File: src/rtl/edge_arb_pkg.sv
// ---------------------------------------------------------------------------
// edge_arb_pkg
//
// Shared types for the edge-event arbiter slice.
//   edge_mode_t : per-channel detection mode (off / rise / fall / both)
//   arb_state_t : arbiter FSM states (IDLE / PRESENT)
//   modeAllows  : decides whether an edge of a given polarity is enabled
//                 under a given mode
// ---------------------------------------------------------------------------
package edge_arb_pkg;

    typedef enum logic [1:0] {
        MODE_OFF  = 2'd0,
        MODE_RISE = 2'd1,
        MODE_FALL = 2'd2,
        MODE_BOTH = 2'd3
    } edge_mode_t;

    typedef enum logic {
        IDLE    = 1'b0,
        PRESENT = 1'b1
    } arb_state_t;

    // True when an edge whose new level is 'rising' (1 = rising, 0 = falling)
    // is allowed to raise a pending event under 'mode'.
    function automatic logic modeAllows(input edge_mode_t mode, input logic rising);
        logic allowed;
        case (mode)
            MODE_RISE: allowed = rising;
            MODE_FALL: allowed = ~rising;
            MODE_BOTH: allowed = 1'b1;
            default:   allowed = 1'b0;
        endcase
        return allowed;
    endfunction

endpackage

File: src/rtl/edge_arb_chan.sv
// ---------------------------------------------------------------------------
// edge_arb_chan
//
// One input channel of the edge-event arbiter: remembers the previous level,
// gates detected edges by the channel mode, and latches a pending event with
// its polarity until the arbiter clears it.
//
// Optional feature macro: EDGE_ARB_OVERRUN_EN adds the sticky overrun flag.
//
// Ports:
//   clk     in   system clock
//   reset   in   synchronous, active-high reset
//   in_i    in   level input, already synchronous to clk
//   mode_i  in   2-bit detection mode (edge_mode_t encoding)
//   clr_i   in   arbiter accepted this channel's event this cycle
//   pend_o  out  an event is pending on this channel
//   pol_o   out  polarity of the pending event (1 = rising)
//   ovr_o   out  sticky overrun flag (only with EDGE_ARB_OVERRUN_EN)
// ---------------------------------------------------------------------------
module edge_arb_chan
    import edge_arb_pkg::*;
(
    input  logic       clk,
    input  logic       reset,
    input  logic       in_i,
    input  logic [1:0] mode_i,
    input  logic       clr_i,
    output logic       pend_o,
    output logic       pol_o
`ifdef EDGE_ARB_OVERRUN_EN
    ,
    output logic       ovr_o
`endif
);

    logic prevLevel_q;
    logic pend_q;
    logic pend_d;
    logic pol_q;
    logic pol_d;
    logic edgeEnabled;

    // An edge is any difference between the current level and last cycle's
    // level; prevLevel_q tracks the input regardless of mode, so turning a
    // mode on never manufactures a stale edge.
    assign edgeEnabled = (in_i != prevLevel_q) && modeAllows(edge_mode_t'(mode_i), in_i);

    // Pending-event next state. A new edge wins over a same-cycle clear and
    // brings its own polarity; an edge that lands on a still-pending event
    // keeps the original polarity and is dropped (or flagged as overrun).
    always_comb begin
        pend_d = pend_q;
        pol_d  = pol_q;
        if (edgeEnabled && (!pend_q || clr_i)) begin
            pend_d = 1'b1;
            pol_d  = in_i;
        end else if (clr_i) begin
            pend_d = 1'b0;
        end
    end

    // Level history and pending-event registers.
    always_ff @(posedge clk) begin
        if (reset) begin
            prevLevel_q <= 1'b0;
            pend_q      <= 1'b0;
            pol_q       <= 1'b0;
        end else begin
            prevLevel_q <= in_i;
            pend_q      <= pend_d;
            pol_q       <= pol_d;
        end
    end

    assign pend_o = pend_q;
    assign pol_o  = pol_q;

`ifdef EDGE_ARB_OVERRUN_EN
    logic ovr_q;

    // Sticky overrun: an enabled edge arrived while an older event was still
    // waiting and was not being handed over in the same cycle.
    always_ff @(posedge clk) begin
        if (reset) begin
            ovr_q <= 1'b0;
        end else if (edgeEnabled && pend_q && !clr_i) begin
            ovr_q <= 1'b1;
        end
    end

    assign ovr_o = ovr_q;
`endif

endmodule

File: src/rtl/edge_event_arbiter.sv
// ---------------------------------------------------------------------------
// edge_event_arbiter
//
// Multi-channel edge-event controller. Each of N_CH level inputs has its own
// dual-edge detector (edge_arb_chan); pending events are handed out one at a
// time over a valid/ready port using round-robin arbitration.
//
// Optional feature macro: EDGE_ARB_OVERRUN_EN adds the overrun_o port with
// sticky per-channel overrun flags.
//
// Parameters:
//   N_CH   number of input channels (2..16)
//   CH_W   channel-index width, derived from N_CH
//
// Ports:
//   clk          in   system clock
//   reset        in   synchronous, active-high reset
//   in_i         in   level inputs, synchronous to clk
//   mode_i       in   per-channel mode, channel i at [2i+1:2i]
//   evt_valid_o  out  an event is being presented
//   evt_ready_i  in   consumer accepts the presented event
//   evt_ch_o     out  channel index of the presented event
//   evt_rise_o   out  1 = rising edge, 0 = falling edge
//   overrun_o    out  sticky overrun flags (only with EDGE_ARB_OVERRUN_EN)
// ---------------------------------------------------------------------------
module edge_event_arbiter
    import edge_arb_pkg::*;
#(
    parameter  int N_CH = 4,
    localparam int CH_W = $clog2(N_CH)
) (
    input  logic              clk,
    input  logic              reset,
    input  logic [N_CH-1:0]   in_i,
    input  logic [2*N_CH-1:0] mode_i,
    output logic              evt_valid_o,
    input  logic              evt_ready_i,
    output logic [CH_W-1:0]   evt_ch_o,
    output logic              evt_rise_o
`ifdef EDGE_ARB_OVERRUN_EN
    ,
    output logic [N_CH-1:0]   overrun_o
`endif
);

    arb_state_t      state_q;
    logic [CH_W-1:0] ptr_q;
    logic            evtValid_q;
    logic [CH_W-1:0] evtCh_q;
    logic            evtRise_q;

    logic [N_CH-1:0] pend;
    logic [N_CH-1:0] pol;
    logic [N_CH-1:0] clr;
    logic            handshake;
    logic            anyPend;
    logic [CH_W-1:0] selCh;

    assign handshake = evtValid_q && evt_ready_i;
    assign anyPend   = |pend;

`ifdef EDGE_ARB_OVERRUN_EN
    logic [N_CH-1:0] ovr;
    assign overrun_o = ovr;
`endif

    for (genvar i = 0; i < N_CH; i++) begin : gChan
        // Only the channel currently being presented is cleared on handshake.
        assign clr[i] = handshake && (evtCh_q == CH_W'(i));

        edge_arb_chan uChan (
            .clk    (clk),
            .reset  (reset),
            .in_i   (in_i[i]),
            .mode_i (mode_i[2*i+1:2*i]),
            .clr_i  (clr[i]),
            .pend_o (pend[i]),
            .pol_o  (pol[i])
`ifdef EDGE_ARB_OVERRUN_EN
            ,
            .ovr_o  (ovr[i])
`endif
        );
    end

    // Round-robin search: walk from the channel after the last one served,
    // wrapping past N_CH-1 to 0, and take the first pending channel found.
    always_comb begin
        logic            found;
        logic [CH_W-1:0] cand;
        selCh = '0;
        found = 1'b0;
        cand  = '0;
        for (int k = 1; k <= N_CH; k++) begin
            cand = CH_W'((int'(ptr_q) + k) % N_CH);
            if (!found && pend[cand]) begin
                selCh = cand;
                found = 1'b1;
            end
        end
    end

    // Arbiter FSM with registered outputs. IDLE picks the next winner and
    // captures its index and polarity; PRESENT holds them stable until the
    // consumer takes the event, then records the winner as the new pointer.
    always_ff @(posedge clk) begin
        if (reset) begin
            state_q    <= IDLE;
            ptr_q      <= CH_W'(N_CH - 1);
            evtValid_q <= 1'b0;
            evtCh_q    <= '0;
            evtRise_q  <= 1'b0;
        end else begin
            case (state_q)
                IDLE: begin
                    if (anyPend) begin
                        evtCh_q    <= selCh;
                        evtRise_q  <= pol[selCh];
                        evtValid_q <= 1'b1;
                        state_q    <= PRESENT;
                    end
                end
                PRESENT: begin
                    if (evt_ready_i) begin
                        evtValid_q <= 1'b0;
                        ptr_q      <= evtCh_q;
                        state_q    <= IDLE;
                    end
                end
                default: begin
                    evtValid_q <= 1'b0;
                    state_q    <= IDLE;
                end
            endcase
        end
    end

    assign evt_valid_o = evtValid_q;
    assign evt_ch_o    = evtCh_q;
    assign evt_rise_o  = evtRise_q;

endmodule
File: config.mk
export PLATFORM = sky130hd
export DESIGN_NAME = edge_event_arbiter
export DESIGN_NICKNAME = d
export VERILOG_FILES = /design/src/rtl/edge_arb_pkg.sv /design/src/rtl/edge_arb_chan.sv /design/src/rtl/edge_event_arbiter.sv
export SDC_FILE = /design/constraint.sdc
export NUM_CORES = 1
export LEC_CHECK = 0
export BUFFER_PORTS_ARGS = -buffer_cell sky130_fd_sc_hd__buf_2
export CAP_MARGIN = 0
export CORE_MARGIN = 8
export CORE_UTILIZATION = 46
export DETAILED_ROUTE_END_ITERATION = 7
export HOLD_SLACK_MARGIN = 0.06
export PLACE_DENSITY = 0.81
export SKIP_CTS_REPAIR_TIMING = 1
export SLEW_MARGIN = 20
export SYNTH_ARGS = -nofsm -noshare
export SYNTH_HDL_FRONTEND = slang
export SYNTH_SLANG_ARGS = --single-unit
File: constraint.sdc
create_clock -name clk -period 1.35 [get_ports clk]
set_input_delay 0.27 -clock clk [delete_from_list [all_inputs] [get_ports clk]]
set_output_delay 0.27 -clock clk [all_outputs]
set_load 0.05 [all_outputs]
## Word-level counts from Yosys, hierarchy flattened

Cells that the tools add are included.

| word-level totals | value |
|---|---|
| register bits after elaboration | 19 |
| latch bits | 0 |
| bits in writable memories | 0 |
| memory bits (read-only) | 0 |
| input port bits | 15 |
| output and inout port bits | 4 |
| logic and storage cells | 123 |
| memories | 0 |

| cells by class | value |
|---|---|
| add/subtract/negate cells | 4 |
| $mul | 0 |
| divide/modulo/power cells | 0 |
| order comparisons | 5 |
| equal/unequal tests | 21 |
| shift operators | 0 |
| multiplexer cells | 35 |
| bitwise operators | 5 |
| reduce and logical (&&, ||, !) cells | 36 |

Operator list:

| operator | count |
|---|---|
| 2-bit equality test, second input constant | 10 |
| 1-bit 2-to-1 mux | 20 |
| 1-bit logical AND | 16 |
| 2-bit by 3-bit less-than comparator with 1-bit output, second input constant | 5 |
| 1-bit case mux with 3 select lines | 4 |
| 1-bit binary-select mux with 2-bit select | 5 |
| 2-bit by 1-bit equality test with 1-bit output, second input constant | 5 |
| 2-bit 2-to-1 mux | 4 |
| 2-bit nonzero test | 4 |
| 1-bit zero test | 7 |
| 2-bit AND reduction | 3 |
| 1-bit inverter | 5 |
| 2-bit by 1-bit adder with 2-bit output, second input constant | 2 |
| 2-bit adder, second input constant | 2 |
| 1-bit logical OR | 4 |
| 1-bit inequality test | 4 |
| 2-bit inequality test, second input constant | 2 |
| 1-bit case mux with 2 select lines | 2 |
| 4-bit OR reduction | 1 |
| 2-bit zero test | 1 |

## Logic depth before layout (Yosys ltp)

Gate-level depths: netlist of run 1.

| logic depth | value |
|---|---|
| depth after elaboration | 15 |
| gate-level depth with buffers | 5 |
| mapped depth without buffers | 5 |

## Hierarchy

From an unflattened synthesis of run 1, not the netlist that was laid out.

| second synthesis, totals | value |
|---|---|
| cells, all modules | 101 |
| area, all modules | 872.1 um2 |

Modules (own cells, without submodules):

| module | times used | cells an instance | area each (um2) | sequential area each (um2) |
|---|---|---|---|---|
| edge_arb_chan | 4 | 12 | 116.4 | 60.1 |
| edge_event_arbiter | 1 | 53 | 406.6 | 140.1 |

## Worst setup path after synthesis of run 1

OpenSTA, ideal clock, no wires.

| path | value |
|---|---|
| kind | reg2reg |
| from | reg evtCh_q[0], in the netlist evt_ch_o[0] |
| to | reg gChan[1].uChan.pol_q |
| library setup time | 132 ps |
| arrival time | 1428 ps |
| required time | 1218 ps |
| setup slack | -210 ps |
| cell stages (with the launch flop) | 6 |
| buffers on the path | 0 |
| clock period less this slack | 1560 ps |
| path through | dfxtp_1 > inv_1 > o31ai_1 > nand3_1 > a21oi_1 > nor3_1 |

| on the way | value |
|---|---|
| cells in the longest elaborated chain, start to end | 4 |

RTL lines:

| element | RTL line | RTL |
|---|---|---|
| start: declaration | edge_event_arbiter.sv:49 | `logic [CH_W-1:0] evtCh_q;` |
| start signal: assignment | edge_event_arbiter.sv:117 | `evtCh_q <= selCh;` |
| 2-bit by 1-bit equality test with 1-bit output | edge_event_arbiter.sv:69 | `assign clr[i] = handshake && (evtCh_q == CH_W'(i));` |
| 1-bit logical AND | edge_event_arbiter.sv:69 |  |
| 1-bit logical OR | edge_arb_chan.sv:54 | `if (edgeEnabled && (!pend_q \|\| clr_i)) begin` |
| 1-bit logical AND | edge_arb_chan.sv:54 |  |
| end signal: assignment | edge_arb_chan.sv:71 | `pol_q <= pol_d;` |
| end: declaration | edge_arb_chan.sv:39 | `logic pol_q;` |

Every way passes these cells.
A chain may end at the register's enable or synchronous reset.

## Final worst setup path of run 1

| path | value |
|---|---|
| from | reg gChan[3].uChan.pend_q |
| to | reg evtRise_q, in the netlist evt_rise_o |

| on the way | value |
|---|---|
| cells in the longest elaborated chain, start to end | 14 |
| elaborated cells on any way between the ends | 25 |
| those cells by class | mux (17); reduce/logical (8) |

RTL lines:

| element | RTL line | RTL |
|---|---|---|
| start: declaration | edge_arb_chan.sv:37 | `logic pend_q;` |
| start signal: assignment | edge_arb_chan.sv:70 | `pend_q <= pend_d;` |
| 1-bit binary-select mux with 2-bit select | edge_event_arbiter.sv:96 | `if (!found && pend[cand]) begin` |
| 1-bit 2-to-1 mux (not written as such) | edge_event_arbiter.sv:96 |  |
| 1-bit 2-to-1 mux | edge_event_arbiter.sv:96 |  |
| 1-bit zero test | edge_event_arbiter.sv:96 |  |
| 1-bit logical AND | edge_event_arbiter.sv:96 |  |
| 1-bit 2-to-1 mux | edge_event_arbiter.sv:96 |  |
| 1-bit zero test | edge_event_arbiter.sv:96 |  |
| 1-bit logical AND | edge_event_arbiter.sv:96 |  |
| 1-bit 2-to-1 mux | edge_event_arbiter.sv:96 |  |
| 1-bit zero test | edge_event_arbiter.sv:96 |  |
| 1-bit logical AND | edge_event_arbiter.sv:96 |  |
| 2-bit 2-to-1 mux | edge_event_arbiter.sv:96 |  |
| 1-bit binary-select mux with 2-bit select | edge_event_arbiter.sv:118 | `evtRise_q <= pol[selCh];` |
| 1-bit 2-to-1 mux (not written as such) | edge_event_arbiter.sv:118 |  |
| end signal: assignment | edge_event_arbiter.sv:118 |  |
| end: declaration | edge_event_arbiter.sv:50 | `logic evtRise_q;` |

Parallel ways exist; a longest one is shown, timed or not. The select of a mux whose other input is x is not followed.

==> flow_results.org, run 1 <==
** Pwr
- Lkg Pwr :: 0.4357 nW
- VDD sags by at most between 900 and 1000 uV.
- Switching power :: 0.0004161 W
- Switching Share :: between 30% and 40%
- Share of power burned in combinational logic :: between 20% and 30%
- The clock network is responsible for 22.2% of the overall power.
- Dividing total power by cell area gives a power density of roughly 1200 nW/um2.
- Sequential Power Share :: 51.1%
- Internal power :: 0.0008773 W

** Layout
- Area growth from synthesis to layout :: 28.07%
- Layout cells sized above 1 :: 38.46%
- Count of nets after finishing :: about 150
- 0 antenna diodes ended up in the layout.

** Min path
- The worst hold path belongs to the class in -> reg.
- Hold Crit Start :: evt_ready_i
- Cell depth of the worst hold path :: 2
- The path with the worst hold slack has its endpoint at state_q$_SDFF_PP0_.

** Logic synthesis
- After synthesis, the cell types taking the most area are sky130_fd_sc_hd__dfxtp_1 44%, sky130_fd_sc_hd__a21oi_1 11%, sky130_fd_sc_hd__nor2b_1 6.6%.
- Yosys warning count :: 0
- Most frequently used flop master after synthesis :: sky130_fd_sc_hd__dfxtp_1
- Share of the yosys chip area belonging to registers :: 44.44%
- Syn avg cell area :: 8.473 um2
- In the synthesized netlist the async set-or-reset flop fraction comes to 0%.
- In this run, distinct cell masters in the synthesized netlist total 28.
- The synthesized design contains 19 register bits.
- Summed over all instances, the cell type with the most area after synthesis is sky130_fd_sc_hd__dfxtp_1.
- Synthesis produced a netlist whose cell count is 101.
- Synthesis produced a netlist with a net count of about 120.
- The synthesized design devotes to its leading area cell type 44.44% of total area.
- Ranked by instance count, the synthesized netlist is headed by 19 x sky130_fd_sc_hd__a21oi_1, 19 x sky130_fd_sc_hd__dfxtp_1, 10 x sky130_fd_sc_hd__nor2_1, 9 x sky130_fd_sc_hd__nor2b_1, 7 x sky130_fd_sc_hd__nand2_1.
- Number of synthesized flops with an enable pin :: 0
- Mapped cell area :: 855.8 um2

** Setup path
- Crit-path leading delay family :: compound AO/OA/AOI/OAI gates
- Worst R2R Setup Slack :: -0.07 ns
- The most numerous cell type found on the critical path is sky130_fd_sc_hd__a211oi_2.
- Traced cell by cell, the critical path runs through a21bo_2 > a21oi_2 > or3_4 > a211oi_2 > a211oi_2.
- Crit-path max cell delay :: a little over 0.4 ns
- CP arrival :: 1.61 ns
- Worst path bufs/invs :: 0
- CP Capture Type :: flip-flop
- R2r worst-path depth :: 5
- Capture instance of the worst register-to-register path :: evt_rise_o$_SDFFE_PP0P_
- RR Startpoint :: gChan[3].uChan.pend_o$_SDFFE_PP0P_
- Max stage delay cell, worst path :: sky130_fd_sc_hd__or3_4
- STA classifies the critical path startpoint as a flip-flop.
- Worst path required time :: between 1.5 and 2 ns
- Of all nets on the critical path, the largest fanout is 5.
- Critical path start-end classification :: reg -> reg

** Global route
- Overall fraction of global-route tracks in use :: 12.20%
- After global routing the overflow that remains totals 0.
- First-pass GRT wire length :: 3.374 mm
- The number of antenna violations at the first check in global routing is 0.
- Entering global routing, the biggest net connects 20 pins.
- Via count of the first global-routing pass :: 826

** Drt
- Starting DRC count in detailed routing :: 13
- The final layout contains routed wiring with a total length of 2.028 mm.
- For this run, the detailed router's first-pass iteration total came to 4.
- In the routed design, unresolved DRC markers number 0.
- After detailed routing, the number of vias per cell comes to 5.297.
- Average detailed-routed wire length per instance :: between 10 and 15 um
- Antenna violation net count after detailed routing :: 0
- The routed layout has 821 vias.

** Clock tree
- CTS sink count :: 19
- Clock tree from TritonCTS :: built
- Clock transition at the registers of the reported paths :: 0.11 ns
- Maximum clock insertion buffer count :: 2
- Clock insertion delay at the later pin of the skew report :: ~0.3 ns
- Cts bufs inserted :: 3
- CTS built an H-tree with a depth of 1.
- Clock Tree Root :: sky130_fd_sc_hd__clkbuf_4

** STA
- Total negative slack :: -0.06962 ns
- Setup repair after global routing missed its margin :: yes
- Actual transition at the worst max-transition pin :: 0.4276 ns
- Maximum clock frequency :: between 0.7 and 0.8 GHz
- Endpoints failing hold :: 0
- Number of slew-limit violations in the final report :: 0
- Measured against its own limit, the worst slew margin works out to 71.09%.
- The final critical path takes up 105.0% of the cycle.
- Final setup violating endpoints :: 2
- Minimum clock period :: 1.417 ns
- Clock skew on the completed layout was measured at 0.005398 ns.
- Minimum setup slack in the final design :: -0.06704 ns

** Place
- The congestion estimate from routability-driven global placement came to around 0.93.
- Number of buffer cells added on primary ports :: 18
- At the placement stage, the worst setup path has a slack of -0.1305 ns.
- Once detailed placement completed, the half-perimeter wirelength came to between 1.5 and 2 mm.

** Status
- Run status :: complete, but fails checks
- Failing checks :: negative setup slack

** Floorplanning
- The die covers 3497 um2.
- The region available for standard cell placement spans 1745 um2.
- Site row count :: 15
- Floorplan die width :: approximately 59 um
- Starting density of the core :: 49.03%
- Total I/O pin count :: 19
- From bottom edge to top edge, the die measures 59.14 um.

** Flow run
- Across the run, the number of max-cap violations was 0.
[how the worst max path moves through the flow]
stage                                   endpoint                          startpoint  depth (start not counted)
2_1_floorplan  gChan[1].uChan.pol_o$_SDFFE_PP0P_            evt_ch_o[0]$_SDFFE_PP0P_                          5
3_3_place_gp             evt_rise_o$_SDFFE_PP0P_  gChan[1].uChan.pend_o$_SDFFE_PP0P_                          6
3_5_place_dp             evt_rise_o$_SDFFE_PP0P_  gChan[1].uChan.pend_o$_SDFFE_PP0P_                          6
4_1_cts                  evt_rise_o$_SDFFE_PP0P_  gChan[1].uChan.pend_o$_SDFFE_PP0P_                          6
5_1_grt                  evt_rise_o$_SDFFE_PP0P_  gChan[3].uChan.pend_o$_SDFFE_PP0P_                          5
6_report                 evt_rise_o$_SDFFE_PP0P_  gChan[3].uChan.pend_o$_SDFFE_PP0P_                          5
[final cells by class]
class	instances	area [um2]
clock buffers	3	22.52
clock inverters	1	5.005
fillers	150	649.4
inverters	1	3.754
multi-input cells	79	485.5
flip-flops and latches	19	390.4
well taps	25	31.28
repair buffers	27	157.7
[placed cells by master, fill, tap and decap left out, drive strengths merged, types with 3 or more instances in the layout]
| master | n |
|---|---|
| a211oi | 4 |
| a21oi | 20 |
| buf | 27 |
| clkbuf | 3 |
| dfxtp | 19 |
| nand2 | 7 |
| nand3 | 5 |
| nor2 | 10 |
| nor2b | 9 |
| nor3 | 5 |
| o21ai | 3 |
[worst register-to-register path, stage by stage, from the launching register on]
cell and delay [ns]:
sky130_fd_sc_hd__dfxtp_2 0.35, sky130_fd_sc_hd__a21bo_2 0.19, sky130_fd_sc_hd__a21oi_2 0.05, sky130_fd_sc_hd__or3_4 0.41
sky130_fd_sc_hd__a211oi_2 0.25, sky130_fd_sc_hd__a211oi_2 0.05
[per-layer routing]
metal	vias up	share of wire (%)	track usage [%]	routed length, um
met5	-	0	0	0
met4	0	2.3	6.485	47
met3	6	4.3	3.471	88
met2	17	46	19.94	935
met1	374	47	13.97	956
li1	424	-	-	-
[registers in the layout, indices dropped and copies added, names as in the netlist]
| name | count |
|---|---|
| gChan.uChan.pend_o | 4 |
| gChan.uChan.pol_o | 4 |
| gChan.uChan.prevLevel_q | 4 |
| evt_ch_o | 2 |
| ptr_q | 2 |
| evt_rise_o | 1 |
| evt_valid_o | 1 |
| state_q | 1 |
[logic make-up (layout without fill, tap and decap cells)]
group	after synthesis	count (layout)	share of synthesized area, %
flip-flops	19	19	44.44
AND/OR/NAND/NOR	43	43	26.46
multiplexers	1	1	1.170
buffers and inverters	3	32	1.315
AO/OA/AOI/OAI	35	35	26.61
[power by group through the flow]
stage	combinational, W	sequential, W	clock, W
2_1_floorplan	0.000156	0.000716	0
3_3_place_gp	0.000324	0.000665	0
3_5_place_dp	0.000331	0.000667	0
4_1_cts	0.000333	0.000655	0.000296
5_1_grt	0.000377	0.000667	0.000314
6_report	0.000345	0.000661	0.000287
[metrics by stage]
stage               hold slack [ns]   power, W  cell area [um2]  std cells  util [%]
floorplan                    0.3697  0.0008724            859.6        101         -
global placement             0.4807  0.0009892             1041        151     59.64
detailed placement           0.5043  0.0009979             1041        151     59.64
CTS                          0.2037   0.001284             1069        155     61.22
global route                 0.2178   0.001359             1096        155     62.80
finish                       0.2100   0.001293             1096        155     62.80
(Power assumes the default switching activity.)
==> inputs of run 2 (changes only) <==
--- a/config.mk
+++ b/config.mk
@@ -17,3 +17,4 @@
 export SYNTH_ARGS = -nofsm -noshare
 export SYNTH_HDL_FRONTEND = slang
 export SYNTH_SLANG_ARGS = --single-unit
+export TNS_END_PERCENT = 5
==> run 2 against run 1 <==
  * The flow still finishes with violations (negative setup slack)
  * Sequential share of layout area increased by 0.12 points
  * Clock power barely moved
  * Count of clock-buffer cells in the layout is the same
  * Largest power group unchanged
  * Largest cell class unchanged
  * Global-route usage stayed put
  * Design area decreased by 0.34%
==> flow_results.org, run 2 (same netlist as run 1, synthesis figures left out) <==
** Floorplanning
- From bottom edge to top edge, the die measures 59.14 um.
- Floorplan die width :: between 50 and 60 um
- The die covers 3497 um2.
- After floorplanning, the core was sized to cover about 1700 um2.
- In this run the core area contains 15 standard-cell rows.
- Starting density of the core :: 49.03%
- Total I/O pin count :: 19

** Pwr
- The share of total power dissipated in sequential elements is 51.2%.
- Switching power :: around 0.00041 W
- Lkg Pwr :: 0.4350 nW
- In this run the power density over the cells is ~1200 nW/um2.
- Per report_power, the combinational group accounts for 26.4% of the total.
- The internal power of the cells totals 0.0008757 W.
- Of the total power, the clock network draws 22.3%.
- VDD sags by at most 920.8 uV.
- Switching Share :: 32.11%

** Global route
- Maximum number of pins on one net before global-route repair :: 20
- Antenna violations before repair :: 0
- Global routing consumed, over all layers together, roughly an eighth of the routing resources.
- First-pass GRT wire length :: approximately 3.4 mm
- Global route overflow :: 0
- The number of global-route vias before repair came to 826.

** Setup path
- CP arrival :: ~1.6 ns
- The worst register-to-register path has a setup slack of -0.05 ns.
- In this run the worst setup path begins at gChan[3].uChan.pend_o$_SDFFE_PP0P_.
- Worst path required time :: 1.58 ns
- RR Startpoint :: gChan[3].uChan.pend_o$_SDFFE_PP0P_
- The critical path is of the reg -> reg type.
- The worst setup path is captured at a flip-flop.
- Highest fanout seen on the critical path :: 5
- Type of element launching the critical path :: flip-flop

** Layout
- Most frequent standard cell in the layout excluding fill and tap cells :: sky130_fd_sc_hd__a21oi_1
- The area growth from synthesis to layout is 27.63%.
- For this run, the share of the core covered by cells in the final layout is 62.58%.
- Diodes inserted :: 0
- Post-route standard cell area excluding fillers :: roughly 1100 um2
- Filler cell count :: 152
- Leaving out fill and tap cells, the most frequent cells in the layout are 19 x sky130_fd_sc_hd__a21oi_1, 18 x sky130_fd_sc_hd__buf_2, 11 x sky130_fd_sc_hd__dfxtp_1.
- Of the cells placed in the final design, the portion with a size suffix greater than 1 is 37.69%.
- Count of nets after finishing :: between 100 and 150

** STA
- Actual transition at the worst max-transition pin :: 0.4283 ns
- Total negative slack :: -0.05395 ns
- In the finished design, the share of the clock period the worst path needs comes to 104.0%.
- Between clock sinks in the finished design, the worst skew comes to 0.003919 ns.
- The count of endpoints failing hold in the final timing report is 0.
- For the finished layout, the period the worst path requires is 1.404 ns.
- Timing would allow up to 0.7123 GHz.
- The max-slew violation count came to 0.
- Slew margin rel. :: 71.04%
- Final setup violating endpoints :: 1
- Minimum setup slack in the final design :: -0.05395 ns
- Setup repair after global routing could not meet its margin everywhere.

** Clock tree
- CTS sink count :: 19
- CTS built an H-tree with a depth of 1.
- TritonCTS built the clock tree.
- After clock tree synthesis, the clock-pin slew on the worst setup and hold paths is approximately 0.11 ns.
- Maximum clock insertion buffer count :: 2
- The later pin in the worst-skew pair is clocked with a latency of about 0.30 ns.
- Cts bufs inserted :: 3
- The tree is rooted in a sky130_fd_sc_hd__clkbuf_4.

** Drt
- Antenna violation net count after detailed routing :: 0
- Average detailed-routed wire length per instance :: 13.05 um
- After detailed routing, the number of remaining DRC violations is 0.
- Summed over all layers, the routed wires come to between 2 and 2.5 mm.
- In this run, the number of DRC markers left after iteration 0 of detailed routing was 13.
- First drt pass iteration count :: 4
- The routed layout has 832 vias.
- After detailed routing, the number of vias per cell comes to between 5 and 6.

** Place
- Number of buffer cells added on primary ports :: 18
- The wire-length estimate of the detail-placed layout is 1.534 mm.
- The congestion estimate from routability-driven global placement came to 0.9343.
- Placed cell areas :: 1041 um2

** Flow run
- Max-Cap Viols :: 0

** Status
- Failing checks :: negative setup slack
- Run status :: complete, but fails checks

** Min path
- Hold Crit Start :: evt_ready_i
- The worst hold path belongs to the class in -> reg.
[run 2: power by group through the flow]
stage	clock, W	sequential (W)	combinational, W
after detailed placement	0	0.000667	0.000331
final	0.000288	0.000661	0.000341
after CTS	0.000296	0.000655	0.000333
after global placement	0	0.000665	0.000324
after floorplan	0	0.000716	0.000156
after global routing	0.000315	0.000667	0.000373
[run 2: per-layer routing]
metal  part of all wire, %  global-route usage, %  vias to the layer above  wire, um
met2                    46                  19.94                       30       936
met4                   1.8                  6.485                        0        36
li1                      -                      -                      425         -
met1                    45                  13.97                      372       917
met3                   6.4                  3.471                        5       130
met5                     0                      0                        -         0
[run 2: final cells by class]
class,count,area [um2],share of cell area (%)
clock buffer,3,22.52,2.062
clock inverter,1,5.005,0.4582
inverter,1,3.754,0.3436
multi-input combinational,79,481.7,44.10
sequential,19,390.4,35.74
tap,25,31.28,2.864
timing repair buffer,27,157.7,14.43
[run 2: per-stage QoR]
step	setup WS [ns]	std cells	power (W)	hold WS, ns
2_1_floorplan	-0.01284	101	0.0008724	0.3697
3_3_place_gp	-0.04802	151	0.0009892	0.4807
3_5_place_dp	-0.1305	151	0.0009979	0.5043
4_1_cts	-0.1523	155	0.001284	0.2037
5_1_grt	-0.1139	155	0.001355	0.2174
6_report	-0.05395	155	0.001290	0.2087
[run 2: path summary, 6_finish.rpt]
kind | end | cells past startpoint
setup reg to reg | evt_rise_o$_SDFFE_PP0P_ | 5
setup / recovery | evt_rise_o$_SDFFE_PP0P_ | 5
hold / removal | state_q$_SDFF_PP0_ | 2
hold reg to reg | ptr_q[0]$_SDFFE_PP1P_ | 1
[run 2: worst max-delay path, cell delays in order, from the launching register on]
cell	delay [ns]
sky130_fd_sc_hd__dfxtp_2	0.35
sky130_fd_sc_hd__a21bo_2	0.19
sky130_fd_sc_hd__a21oi_2	0.05
sky130_fd_sc_hd__or3_4	0.40
sky130_fd_sc_hd__mux2i_1	0.14
sky130_fd_sc_hd__a211oi_2	0.20
==> inputs of run 3 (changes only) <==
--- a/config.mk
+++ b/config.mk
@@ -5,13 +5,15 @@
 export SDC_FILE = /design/constraint.sdc
 export NUM_CORES = 1
 export LEC_CHECK = 0
+export ABC_AREA = 1
 export BUFFER_PORTS_ARGS = -buffer_cell sky130_fd_sc_hd__buf_2
 export CAP_MARGIN = 0
+export CORE_ASPECT_RATIO = 1.5
 export CORE_MARGIN = 8
-export CORE_UTILIZATION = 46
+export CORE_UTILIZATION = 48
 export DETAILED_ROUTE_END_ITERATION = 7
 export HOLD_SLACK_MARGIN = 0.06
-export PLACE_DENSITY = 0.81
+export PLACE_DENSITY = 0.82
 export SKIP_CTS_REPAIR_TIMING = 1
 export SLEW_MARGIN = 20
 export SYNTH_ARGS = -nofsm -noshare
==> constraint.sdc (replaced) <==
create_clock -name clk -period 1.35 [get_ports clk]
set_input_delay 0.405 -clock clk [delete_from_list [all_inputs] [get_ports clk]]
set_output_delay 0.405 -clock clk [all_outputs]
set_load 0.05 [all_outputs]
==> run 3 against run 2 <==
  * The run still ends with negative setup slack left
  * Worst hold slack better by 0.14 ns
  * Sequential power is 3% higher
  * Clock power is 3% lower
  * Maximum frequency is 13% lower
  * Flip-flop and latch count stayed put
  * Non-clock buffer count is 1 higher
  * Sequential share of layout area is 7.0 points lower
  * First-iteration DRC count is 62% higher
  * Cell count is 39% higher
  * Critical path type unchanged
  * Largest power group unchanged
==> flow_results.org, run 3 <==
** Drt
- The routed layout has 1144 vias.
- In this run the remaining antenna-violating nets after routing total 0.
- Total length of routed met3 wires :: 44 um
- After detailed routing, no signal wire sits above met4.
- After detailed routing, the number of remaining DRC violations is 0.
- Starting DRC count in detailed routing :: 21
- Wire length on met2 :: 1.510 mm
- First drt pass iteration count :: 4
- Summed over all layers, the routed wires come to 2.734 mm.
- Using the TritonRoute via totals, the vias-per-cell ratio works out to ~5.3.
- Average detailed-routed wire length per instance :: 12.72 um
- DRT met1 WL :: 1.054 mm

** Layout
- After the last flow step, the layout net total stands at 208.
- Diodes inserted :: 0
- From synthesis to final layout, the design area changed by 26.73%.
- Leading cell types in the layout, fill and taps excluded :: 26 x sky130_fd_sc_hd__nand2_1, 24 x sky130_fd_sc_hd__inv_1, 17 x sky130_fd_sc_hd__nor2_1
- Leaving out fill and tap cells, the most frequent cell in the layout is sky130_fd_sc_hd__nand2_1.
- Post-route standard cell area excluding fillers :: 1353 um2
- Of the cells placed in the final design, the portion with a size suffix greater than 1 is 34.38%.

** Logic synthesis
- The most used flip-flop cell after synthesis is sky130_fd_sc_hd__dfxtp_1.
- After synthesis, the cell types taking the most area are sky130_fd_sc_hd__dfxtp_1 36%, sky130_fd_sc_hd__nand2_1 13%, sky130_fd_sc_hd__inv_1 8.4%.
- Post-synthesis cell count :: 162
- A synthesized cell averages roughly 6.6 um2.
- Async set or reset register ratio after synthesis :: 0%
- Distinct cell type count after synthesis :: 23
- Summed over all instances, the cell type with the most area after synthesis is sky130_fd_sc_hd__dfxtp_1.
- Number of flip-flops and latches in the synthesized netlist :: 19
- Yosys warning count :: 0
- Number of synthesized flops with an enable pin :: 0
- Top cell type's share of synthesized area :: 35.64%
- The mapped netlist covers 1067 um2.
- Most numerous cell in the Yosys netlist :: sky130_fd_sc_hd__nand2_1
- For this run, the register share of the synthesized area comes to 35.64%.
- Counting every net in the synthesized netlist gives 177.
- Ranked by instance count, the synthesized netlist is headed by 38 x sky130_fd_sc_hd__nand2_1, 24 x sky130_fd_sc_hd__inv_1, 19 x sky130_fd_sc_hd__dfxtp_1, 17 x sky130_fd_sc_hd__nor2_1.

** Pwr
- VDD sags by at most 945.1 uV.
- Total Power :: 0.001591 W
- PwrDens :: about 1200 nW/um2
- Summed over all cells, the static leakage comes to between 0.7 and 0.8 nW.

** Clock tree
- Maximum clock insertion buffer count :: 2
- Cts bufs inserted :: 3
- After clock tree synthesis, the clock-pin slew on the worst setup and hold paths is 0.10 ns.
- Clock insertion delay at the later pin of the skew report :: 0.29 ns
- H-tree depth reported by CTS :: 1
- CTS sink count :: 19
- Clock tree from TritonCTS :: built
- The cell sitting at the root of the clock tree is a sky130_fd_sc_hd__clkbuf_4.

** Floorplanning
- The initialized floorplan defines 21 standard-cell rows.
- The die covers 4019 um2.
- The initial utilization of the core area, before any placement, comes to 48.94%.
- Area of the core :: between 2000 and 2500 um2
- Chip Height :: 73.75 um
- Floorplan die width :: between 50 and 60 um
- Total I/O pin count :: 19

** Global route
- Maximum number of pins on one net before global-route repair :: 11
- Summed over all layers, the global routing overflow is 0.
- Via count of the first global-routing pass :: 1178
- First-pass GRT wire length :: about 4.5 mm
- The number of antenna violations at the first check in global routing came to 0.
- In the global route stage, overall resource usage came out at 14.04%.

** Setup path
- Data on the critical path is required at its endpoint by around 1.6 ns.
- For the worst flop-to-flop path, the logic depth is 13.
- By startpoint and endpoint, the worst setup path is classified as reg -> reg.
- Max stage delay cell, worst path :: sky130_fd_sc_hd__dfxtp_2
- CP Capture Type :: flip-flop
- The worst setup path is launched from a flip-flop.
- CP Cell Sequence :: buf_6 > nand2_2 > nand2_2 > nand2_4 > nand2_4 > nor2_4 > nand4_1 > nand2_2 > nand2_2 > nand3_1 > nand3_1 > nand2_1 > inv_1
- Data on the critical path arrives at its endpoint at 1.83 ns.
- In this run the worst path has a maximum fanout of 7.
- Crit-path max cell delay :: 0.35 ns
- Most common cell on crit path :: sky130_fd_sc_hd__nand2_2

** STA
- Between clock sinks in the finished design, the worst skew comes to 0.005062 ns.
- At the pin with the least slew margin, the transition time is 0.3043 ns.
- Slew margin rel. :: 79.54%
- Setup repair after global routing could not meet its margin everywhere.
- Summed over all failing endpoints, the final setup total negative slack is -0.7636 ns.
- Minimum setup slack in the final design :: -0.2715 ns
- Maximum clock frequency :: ~0.6 GHz
- The count of endpoints failing hold in the final timing report came to 0.
- Setup violations remaining at the end of the flow were counted as 3.
- The final critical path takes up 120.1% of the cycle.
- After layout, the minimum clock period comes to around 1.6 ns.
- Fin Hold WS :: 0.3535 ns
- The max-slew violation count was 0.

** Flow run
- Max-Cap Viols :: 0

** Place
- OpenSTA, run right after detailed placement, puts the worst setup slack at -0.2978 ns.
- Summing all placed instances gives a cell area of 1235 um2.
- Final weighted congestion in routability-driven placement :: 0.9024
- Placed wire-length estimate after detailed placement :: 2.157 mm
- Number of buffer cells added on primary ports :: 18

** Status
- Run status :: complete, but fails checks
- Failing checks :: negative setup slack

** Min path
- Hold crit path type :: in -> reg
- The worst hold path was traced through 3 stages.
[run 3: cell types whose count changed in the layout (fill, tap and decap cells not counted), moves of 5 or more]
| cell | delta |
|---|---|
| sky130_fd_sc_hd__nor2_1 | +8 |
| sky130_fd_sc_hd__nor3_1 | -5 |
| sky130_fd_sc_hd__nand3_1 | +6 |
| sky130_fd_sc_hd__inv_1 | +23 |
| sky130_fd_sc_hd__nand2_2 | +15 |
| sky130_fd_sc_hd__a21oi_1 | -7 |
| sky130_fd_sc_hd__nor2b_1 | -9 |
| sky130_fd_sc_hd__nand2_4 | +7 |
| sky130_fd_sc_hd__nand2_1 | +19 |
[run 3: critical path, delay by kind of cell (launching register included)]
kind,cells,cell delay (ns)
AND/OR/NAND/NOR,11,1.00
flip-flops,1,0.35
buffers and inverters,2,0.17
[run 3: layout make-up]
class | instances | area, um2
inverters | 27 | 103.9
repair buffers | 28 | 173.9
flip-flops and latches | 19 | 389.1
multi-input cells | 114 | 630.6
well taps | 23 | 28.78
fillers | 196 | 828.3
clock buffers | 4 | 26.28
[run 3: metrics by stage]
step	std cells	utilization, %
floorplan	162	-
global placement	209	56.63
detailed placement	209	56.63
CTS	213	57.83
global route	215	62.02
finish	215	62.02
[run 3: layer usage]
| metal | up-vias | GRT usage, % |
|---|---|---|
| met5 | - | 0 |
| met4 | 0 | 10.16 |
| met3 | 13 | 2.024 |
| met2 | 23 | 25.45 |
| met1 | 531 | 13.20 |
| li1 | 577 | - |
[run 3: worst paths after layout]
check | slack, ns | end | startpoint
max reg2reg | -0.27 | evt_rise_o$_SDFFE_PP0P_ | ptr_q[0]$_SDFFE_PP1P_
max | -0.27 | evt_rise_o$_SDFFE_PP0P_ | ptr_q[0]$_SDFFE_PP1P_
min | 0.35 | gChan[2].uChan.prevLevel_q$_SDFF_PP0_ | in_i[2]
min reg2reg | 0.48 | gChan[0].uChan.pol_o$_SDFFE_PP0P_ | gChan[0].uChan.pol_o$_SDFFE_PP0P_
[run 3: cell families after synthesis]
group,after synthesis,share of synthesized area (%)
compound gates,30,16.06
buf+inv,29,10.90
flops,19,35.64
simple gates,84,37.40
[run 3: power by group]
group          internal, W  total, W  switching (W)
Sequential        0.000626  0.000679      0.0000534
Clock             0.000115  0.000278       0.000163
Combinational     0.000230  0.000634       0.000404
Total             0.000971   0.00159       0.000620
